===== config.mk =====
export PLATFORM = sky130hd
export DESIGN_NAME = uart_cmd_wrapper_flat
export DESIGN_NICKNAME = d
export VERILOG_FILES = /design/src/rtl/uart_cmd_wrapper_if.sv /design/src/rtl/uart_cmd_wrapper.sv /design/src/flat_wrapper.sv
export SDC_FILE = /design/constraint.sdc
export NUM_CORES = 1
export LEC_CHECK = 0
export CORE_UTILIZATION = 39
export CTS_BUF_LIST = sky130_fd_sc_hd__clkbuf_2
export DETAILED_ROUTE_END_ITERATION = 7
export HOLD_SLACK_MARGIN = 0.06
export MAX_ROUTING_LAYER = met4
export PLACE_DENSITY = 0.58
export SLEW_MARGIN = 5
export SYNTH_ARGS = -nofsm -noshare
export SYNTH_HDL_FRONTEND = slang
export SYNTH_SLANG_ARGS = --single-unit
export TNS_END_PERCENT = 20

===== constraint.sdc =====
create_clock -name clk -period 5.1 [get_ports clk]
set_clock_uncertainty 0.05 [all_clocks]
set_input_delay 1.275 -clock clk [delete_from_list [all_inputs] [get_ports clk]]
set_output_delay 1.275 -clock clk [all_outputs]
set_load 0.01 [all_outputs]

===== src/rtl/uart_cmd_wrapper_if.sv =====
// Command/response bus between uart_cmd_wrapper (slave) and its consumer (master).
// Exposes the assembled 16-bit command and the response-byte transmit request.
interface uart_cmd_wrapper_if;
    // Handshakes: cmd is valid while cmd_rdy is high and stays valid until the
    // consumer pulses clr_cmd_rdy or a new command starts arriving. A trmt pulse
    // is accepted only while the transmitter is idle. resp is captured on that
    // pulse, and tx_done then stays low until the frame has left the TX pin.
    logic [15:0] cmd;
    logic        cmd_rdy;
    logic        clr_cmd_rdy;
    logic        trmt;
    logic [7:0]  resp;
    logic        tx_done;

    modport slave (
        output cmd, cmd_rdy, tx_done,
        input  clr_cmd_rdy, trmt, resp
    );

    modport master (
        input  cmd, cmd_rdy, tx_done,
        output clr_cmd_rdy, trmt, resp
    );
endinterface


===== src/rtl/uart_cmd_wrapper.sv =====
// UART 8N1 receiver that assembles two-byte commands, plus an independent response transmitter.
// Optional macro UART_CMD_TIMEOUT_EN: abandon a half-received command after CMD_TIMEOUT clocks.
module uart_cmd_wrapper #(
    parameter int BAUD_DIV    = 2604,
    parameter int CMD_TIMEOUT = 1_000_000
) (
    input  logic               clk,
    input  logic               rst_n,
    input  logic               RX,
    output logic               TX,
    uart_cmd_wrapper_if.slave  bus,
    output logic [0:0]         fsm_state
);

    localparam int BW   = (BAUD_DIV > 1) ? $clog2(BAUD_DIV) : 1;
    localparam int HALF = (BAUD_DIV / 2 > 0) ? BAUD_DIV / 2 : 1;
    localparam logic [BW-1:0] BAUD_LAST = BW'(BAUD_DIV - 1);
    localparam logic [BW-1:0] HALF_LAST = BW'(HALF - 1);

    localparam logic [0:0] ST_HIGH = 1'b0;
    localparam logic [0:0] ST_LOW  = 1'b1;

    logic          rx_meta, rx_sync, rx_prev;
    logic          rx_busy, rx_first, rx_done;
    logic [BW-1:0] rx_cnt;
    logic [3:0]    rx_bits;
    logic [7:0]    rx_shift;
    logic          start_edge;

    logic [0:0]    state;
    logic [15:0]   cmd_q;
    logic          cmd_rdy_q;
    logic          timed_out;

    logic          tx_busy, tx_done_q;
    logic [BW-1:0] tx_cnt;
    logic [3:0]    tx_bits;
    logic [9:0]    tx_shift;

    always_ff @(posedge clk or negedge rst_n) begin
        if (!rst_n) begin
            rx_meta <= 1'b1;
            rx_sync <= 1'b1;
            rx_prev <= 1'b1;
        end else begin
            rx_meta <= RX;
            rx_sync <= rx_meta;
            rx_prev <= rx_sync;
        end
    end

    assign start_edge = rx_prev & ~rx_sync & ~rx_busy;

    // Samples 0..8 are shifted in; the start bit falls out, leaving d7..d0.
    always_ff @(posedge clk or negedge rst_n) begin
        if (!rst_n) begin
            rx_busy  <= 1'b0;
            rx_first <= 1'b0;
            rx_done  <= 1'b0;
            rx_cnt   <= '0;
            rx_bits  <= '0;
            rx_shift <= '0;
        end else begin
            rx_done <= 1'b0;
            if (start_edge) begin
                rx_busy  <= 1'b1;
                rx_first <= 1'b1;
                rx_cnt   <= '0;
                rx_bits  <= '0;
            end else if (rx_busy) begin
                if (rx_cnt == (rx_first ? HALF_LAST : BAUD_LAST)) begin
                    rx_cnt   <= '0;
                    rx_first <= 1'b0;
                    rx_bits  <= rx_bits + 4'd1;
                    if (rx_bits != 4'd9) begin
                        rx_shift <= {rx_sync, rx_shift[7:1]};
                    end else begin
                        rx_busy <= 1'b0;
                        rx_done <= 1'b1;
                    end
                end else begin
                    rx_cnt <= rx_cnt + 1'b1;
                end
            end
        end
    end

`ifdef UART_CMD_TIMEOUT_EN
    localparam int TW = $clog2(CMD_TIMEOUT + 1);
    logic [TW-1:0] to_cnt;

    always_ff @(posedge clk or negedge rst_n) begin
        if (!rst_n) begin
            to_cnt <= '0;
        end else if (state != ST_LOW || rx_done) begin
            to_cnt <= '0;
        end else if (!timed_out) begin
            to_cnt <= to_cnt + 1'b1;
        end
    end

    assign timed_out = (to_cnt == TW'(CMD_TIMEOUT));
`else
    assign timed_out = 1'b0;
`endif

    // A completing low byte sets cmd_rdy even if clr_cmd_rdy arrives in the same cycle.
    always_ff @(posedge clk or negedge rst_n) begin
        if (!rst_n) begin
            state     <= ST_HIGH;
            cmd_q     <= 16'h0000;
            cmd_rdy_q <= 1'b0;
        end else if (rx_done) begin
            if (state == ST_HIGH) begin
                cmd_q[15:8] <= rx_shift;
                cmd_rdy_q   <= 1'b0;
                state       <= ST_LOW;
            end else begin
                cmd_q[7:0]  <= rx_shift;
                cmd_rdy_q   <= 1'b1;
                state       <= ST_HIGH;
            end
        end else begin
            if (bus.clr_cmd_rdy) begin
                cmd_rdy_q <= 1'b0;
            end
            if (state == ST_LOW && timed_out) begin
                state <= ST_HIGH;
            end
        end
    end

    always_ff @(posedge clk or negedge rst_n) begin
        if (!rst_n) begin
            tx_busy   <= 1'b0;
            tx_done_q <= 1'b0;
            tx_cnt    <= '0;
            tx_bits   <= '0;
            tx_shift  <= '1;
        end else if (!tx_busy) begin
            if (bus.trmt) begin
                tx_shift  <= {1'b1, bus.resp, 1'b0};
                tx_busy   <= 1'b1;
                tx_done_q <= 1'b0;
                tx_cnt    <= '0;
                tx_bits   <= '0;
            end
        end else if (tx_cnt == BAUD_LAST) begin
            tx_cnt   <= '0;
            tx_shift <= {1'b1, tx_shift[9:1]};
            tx_bits  <= tx_bits + 4'd1;
            if (tx_bits == 4'd9) begin
                tx_busy   <= 1'b0;
                tx_done_q <= 1'b1;
            end
        end else begin
            tx_cnt <= tx_cnt + 1'b1;
        end
    end

    assign TX          = tx_busy ? tx_shift[0] : 1'b1;
    assign bus.cmd     = cmd_q;
    assign bus.cmd_rdy = cmd_rdy_q;
    assign bus.tx_done = tx_done_q;
    assign fsm_state   = state;

endmodule


===== src/flat_wrapper.sv =====
// flat-port wrapper written by rule: the top's interface ports become plain ports
module uart_cmd_wrapper_flat 
#(
    parameter int BAUD_DIV    = 2604,
    parameter int CMD_TIMEOUT = 1_000_000
)
  (clk, rst_n, RX, TX, fsm_state, bus_cmd, bus_cmd_rdy, bus_tx_done, bus_clr_cmd_rdy, bus_trmt, bus_resp);
  uart_cmd_wrapper_if bus_i ();
  input  logic clk;
  input  logic rst_n;
  input  logic RX;
  output logic TX;
  output logic [0:0] fsm_state;
  output wire logic [$bits(bus_i.cmd)-1:0] bus_cmd;
  output wire logic [$bits(bus_i.cmd_rdy)-1:0] bus_cmd_rdy;
  output wire logic [$bits(bus_i.tx_done)-1:0] bus_tx_done;
  input wire logic [$bits(bus_i.clr_cmd_rdy)-1:0] bus_clr_cmd_rdy;
  input wire logic [$bits(bus_i.trmt)-1:0] bus_trmt;
  input wire logic [$bits(bus_i.resp)-1:0] bus_resp;
  assign bus_cmd = bus_i.cmd;
  assign bus_cmd_rdy = bus_i.cmd_rdy;
  assign bus_tx_done = bus_i.tx_done;
  assign bus_i.clr_cmd_rdy = bus_clr_cmd_rdy;
  assign bus_i.trmt = bus_trmt;
  assign bus_i.resp = bus_resp;
  uart_cmd_wrapper #(.BAUD_DIV(BAUD_DIV), .CMD_TIMEOUT(CMD_TIMEOUT)) u_core (.clk(clk), .rst_n(rst_n), .RX(RX), .TX(TX), .bus(bus_i), .fsm_state(fsm_state));
endmodule

==> results.cfg <==
[clocking]
clkSlewWorstSetupHoldPaths_ps = 220
clockBufferDepth = 2
clkLatencyLatePin_ps = 490
cts_setup_buffers = 0
cts-hold-fix-buffers = 0
cts_root_buffer = clkbuf_2
clock_sinks = 75
cts-buffers-inserted = 9
cts_tree = done
cts-resized-gates = 0
h-tree-depth = 3

[pwr]
power.share.clock_pct = 19.4
switching_share_pct = 33.72
switchingPower_uw = 452.6
power_density_nw_per_um2 = 329.7
leakagePower_uw = 0.001785
p_total_uw = 1342
seqPwrFrac_pct = 61.2
peakVddDrop_uv = 137.5
power_frac_comb_pct = 19.4
cell_internal_pwr_uw = 889.7

[hold_path]
min_path_type = reg2reg

[synthesis]
synth_top_area_cell = dfrtp_1
syn_avg_cell_area_um2 = 11.05
post-synth-top-count-cell = dfrtp_1
synthCells = 323
synth.net_count = 342
synth.top_cell.area_share_pct = 44.16
synth_edf_count = 0
synth-seq-area-share_pct = 53.00
synth_area_um2 = 3570
synthTopCellsByArea = dfrtp_1 (44%), dfstp_2 (8.8%), mux2_2 (8.2%)
synthFlopType = dfrtp_1
ys_async_sr_fraction_pct = 100.0
ys_top_cells_by_count = dfrtp_1 (63), nand2_1 (30), mux2_2 (26), nor2_1 (23)
synth.distinct_cells = 52
ys_warn_count = 0
ys_seq_elements = 75

[floorplan]
core_area_um2 = 8806
die_w_um = 97.67
ios = 33
die_y_um = 97.67
die_area_um2 = 9539
fp-row-count = 34
start_util_pct = 40.54

[global_route]
grt_antenna_before_repair = 0
top_usage_layer = met2
grt_use_met3_pct = 3.741
grt_pass1_wl_mm = 12.30
use_met1_pct = 22.05
grt_use_total_pct = 16.31
grt_pass1_vias = 2513
use_met2_pct = 24.44
overflow = 0
grt_max_degree = 76

[outcome]
violations = design-rule violations
outcome = finished, violations left

[sta]
setup_violations = 0
layout_setup_ws_ps = 2058
max_slew_margin_pct = 31.77
tightest_slew_ps = 1016
fin_crit_sh_pct = 59.65
rsz0062_at_grt = no
period_needed_ps = 3042
holdWs_ps = 320.8
slew_viol_final = 0
hold_viol = 0
fmax_mhz = 328.7
tns_ps = 0

[critical_path]
timing.rr.start = u_core.rx_cnt[8]
r2r_setup_slack_ps = 2420
critPathArrivalTime_ps = 1720
reg2reg_depth = 4
crit_path_end = TX
cp.required_ps = 3770
startpoint = u_core.tx_shift[0]
r2r_end = u_core.rx_cnt[5]
worstSetupPathType = reg2out
start_kind = register
critPathCaptureType = output port
worst-path-max-fanout = 2

[detailed_routing]
vias = 2620
via_per_inst = 5.598
drc = 7
wirelength_mm = 6.871
detail-route-antenna-nets = 0
drt_iter0_drc = 116
wl_per_cell_um = 14.68
firstDrtPassIters = 6

[finish]
fin_nets = 374
stdcell_count = 468
final_layout_size_suffix_gt1_share_pct = 16.39
diodes = 0
syn_to_final_growth_pct = 14.06
fillers = 829

[place]
dp.cells = 452
place_ws_ps = 2240
hpwlAfterDp_mm = 4.486
finalWeightedCongestion = 0.7867
port_buffers = 32

[job]
drv_cap = 0
-- metrics by stage --
step	util (%)	cell area, µm²
2_1_floorplan	-	3570
3_3_place_gp	45.30	3989
3_5_place_dp	45.30	3989
4_1_cts	46.23	4071
5_1_grt	46.23	4071
6_report	46.23	4071
-- cells by family (layout without fill, tap and decap cells) --
family	Yosys count	count (layout)	share of synthesized area [%]
AOI/OAI and AO/OA	67	67	13.78
xor gates and xnor gates	9	9	2.208
adders and majority gates	6	6	2.103
buffers and inverters	18	55	1.893
DFF	75	75	53.00
muxes	30	30	9.464
and+or+nand+nor	118	118	17.56
-- critical path, cell delays in order, from the launching register on --
cell,delay [ps]
dfstp_2,570
nand2b_1,110
clkdlybuf4s50_1,540
-- worst min-delay path by stage --
stage / start / end / slack [ps] / cells past startpoint
2_1_floorplan: u_core.rx_meta / u_core.rx_sync / 300 / 0
4_1_cts: u_core.rx_meta / u_core.rx_sync / 320 / 0
5_1_grt: u_core.rx_meta / u_core.rx_sync / 330 / 0
3_3_place_gp: u_core.rx_meta / u_core.rx_sync / 300 / 0
3_5_place_dp: u_core.rx_meta / u_core.rx_sync / 300 / 0
6_report: u_core.rx_meta / u_core.rx_sync / 320 / 0
-- area by class of cell --
| class | count | area [µm²] | share of cell area [%] |
|---|---|---|---|
| multi-input cells | 230 | 1610 | 39.55 |
| clock buffers | 10 | 50.05 | 1.229 |
| clock inverters | 6 | 32.53 | 0.7990 |
| flip-flops and latches | 75 | 1892 | 46.47 |
| repair buffers | 34 | 332.8 | 8.175 |
| well taps | 108 | 135.1 | 3.319 |
| inverters | 5 | 18.77 | 0.4610 |
-- layout by cell type, fill, tap and decap left out, drive strengths merged, types with 4 or more instances in the layout --
cell	instances
dfrtp	63
clkdlybuf4s50	31
nand2	30
mux2	27
nor2	23
nand3	13
a31oi	12
dfstp	12
a211oi	10
o21ai	10
clkbuf	10
nand4	9
nor3	7
nand2b	6
o32ai	6
xor2	6
ha	6
and3	5
a21oi	5
clkinv	5
inv	4
nor2b	4
a22o	4
-- flip-flops by register name, summed over array words and instances (netlist names), 4 cells and up --
signal           flops
u_core.tx_cnt       12
u_core.bus.cmd      16
u_core.rx_shift      8
u_core.tx_bits       4
u_core.rx_bits       4
u_core.tx_shift      9
u_core.rx_cnt       12
-- power by group through the flow --
| stage | Combinational, µW | Sequential, µW | Clock [µW] |
|---|---|---|---|
| after detailed placement | 265 | 826 | 0 |
| after global placement | 256 | 827 | 0 |
| after floorplan | 210 | 789 | 0 |
| after global routing | 301 | 840 | 306 |
| after CTS | 263 | 817 | 277 |
| final | 260 | 821 | 261 |
-- per-layer routing --
| layer | up-vias | wire length, µm | share of wire [%] |
|---|---|---|---|
| met5 | - | 0 | 0 |
| met4 | 0 | 75 | 1.1 |
| met3 | 9 | 238 | 3.5 |
| met2 | 45 | 3012 | 44 |
| met1 | 1289 | 3544 | 52 |
| li1 | 1277 | - | - |
Power figures use the tool's default switching activity.
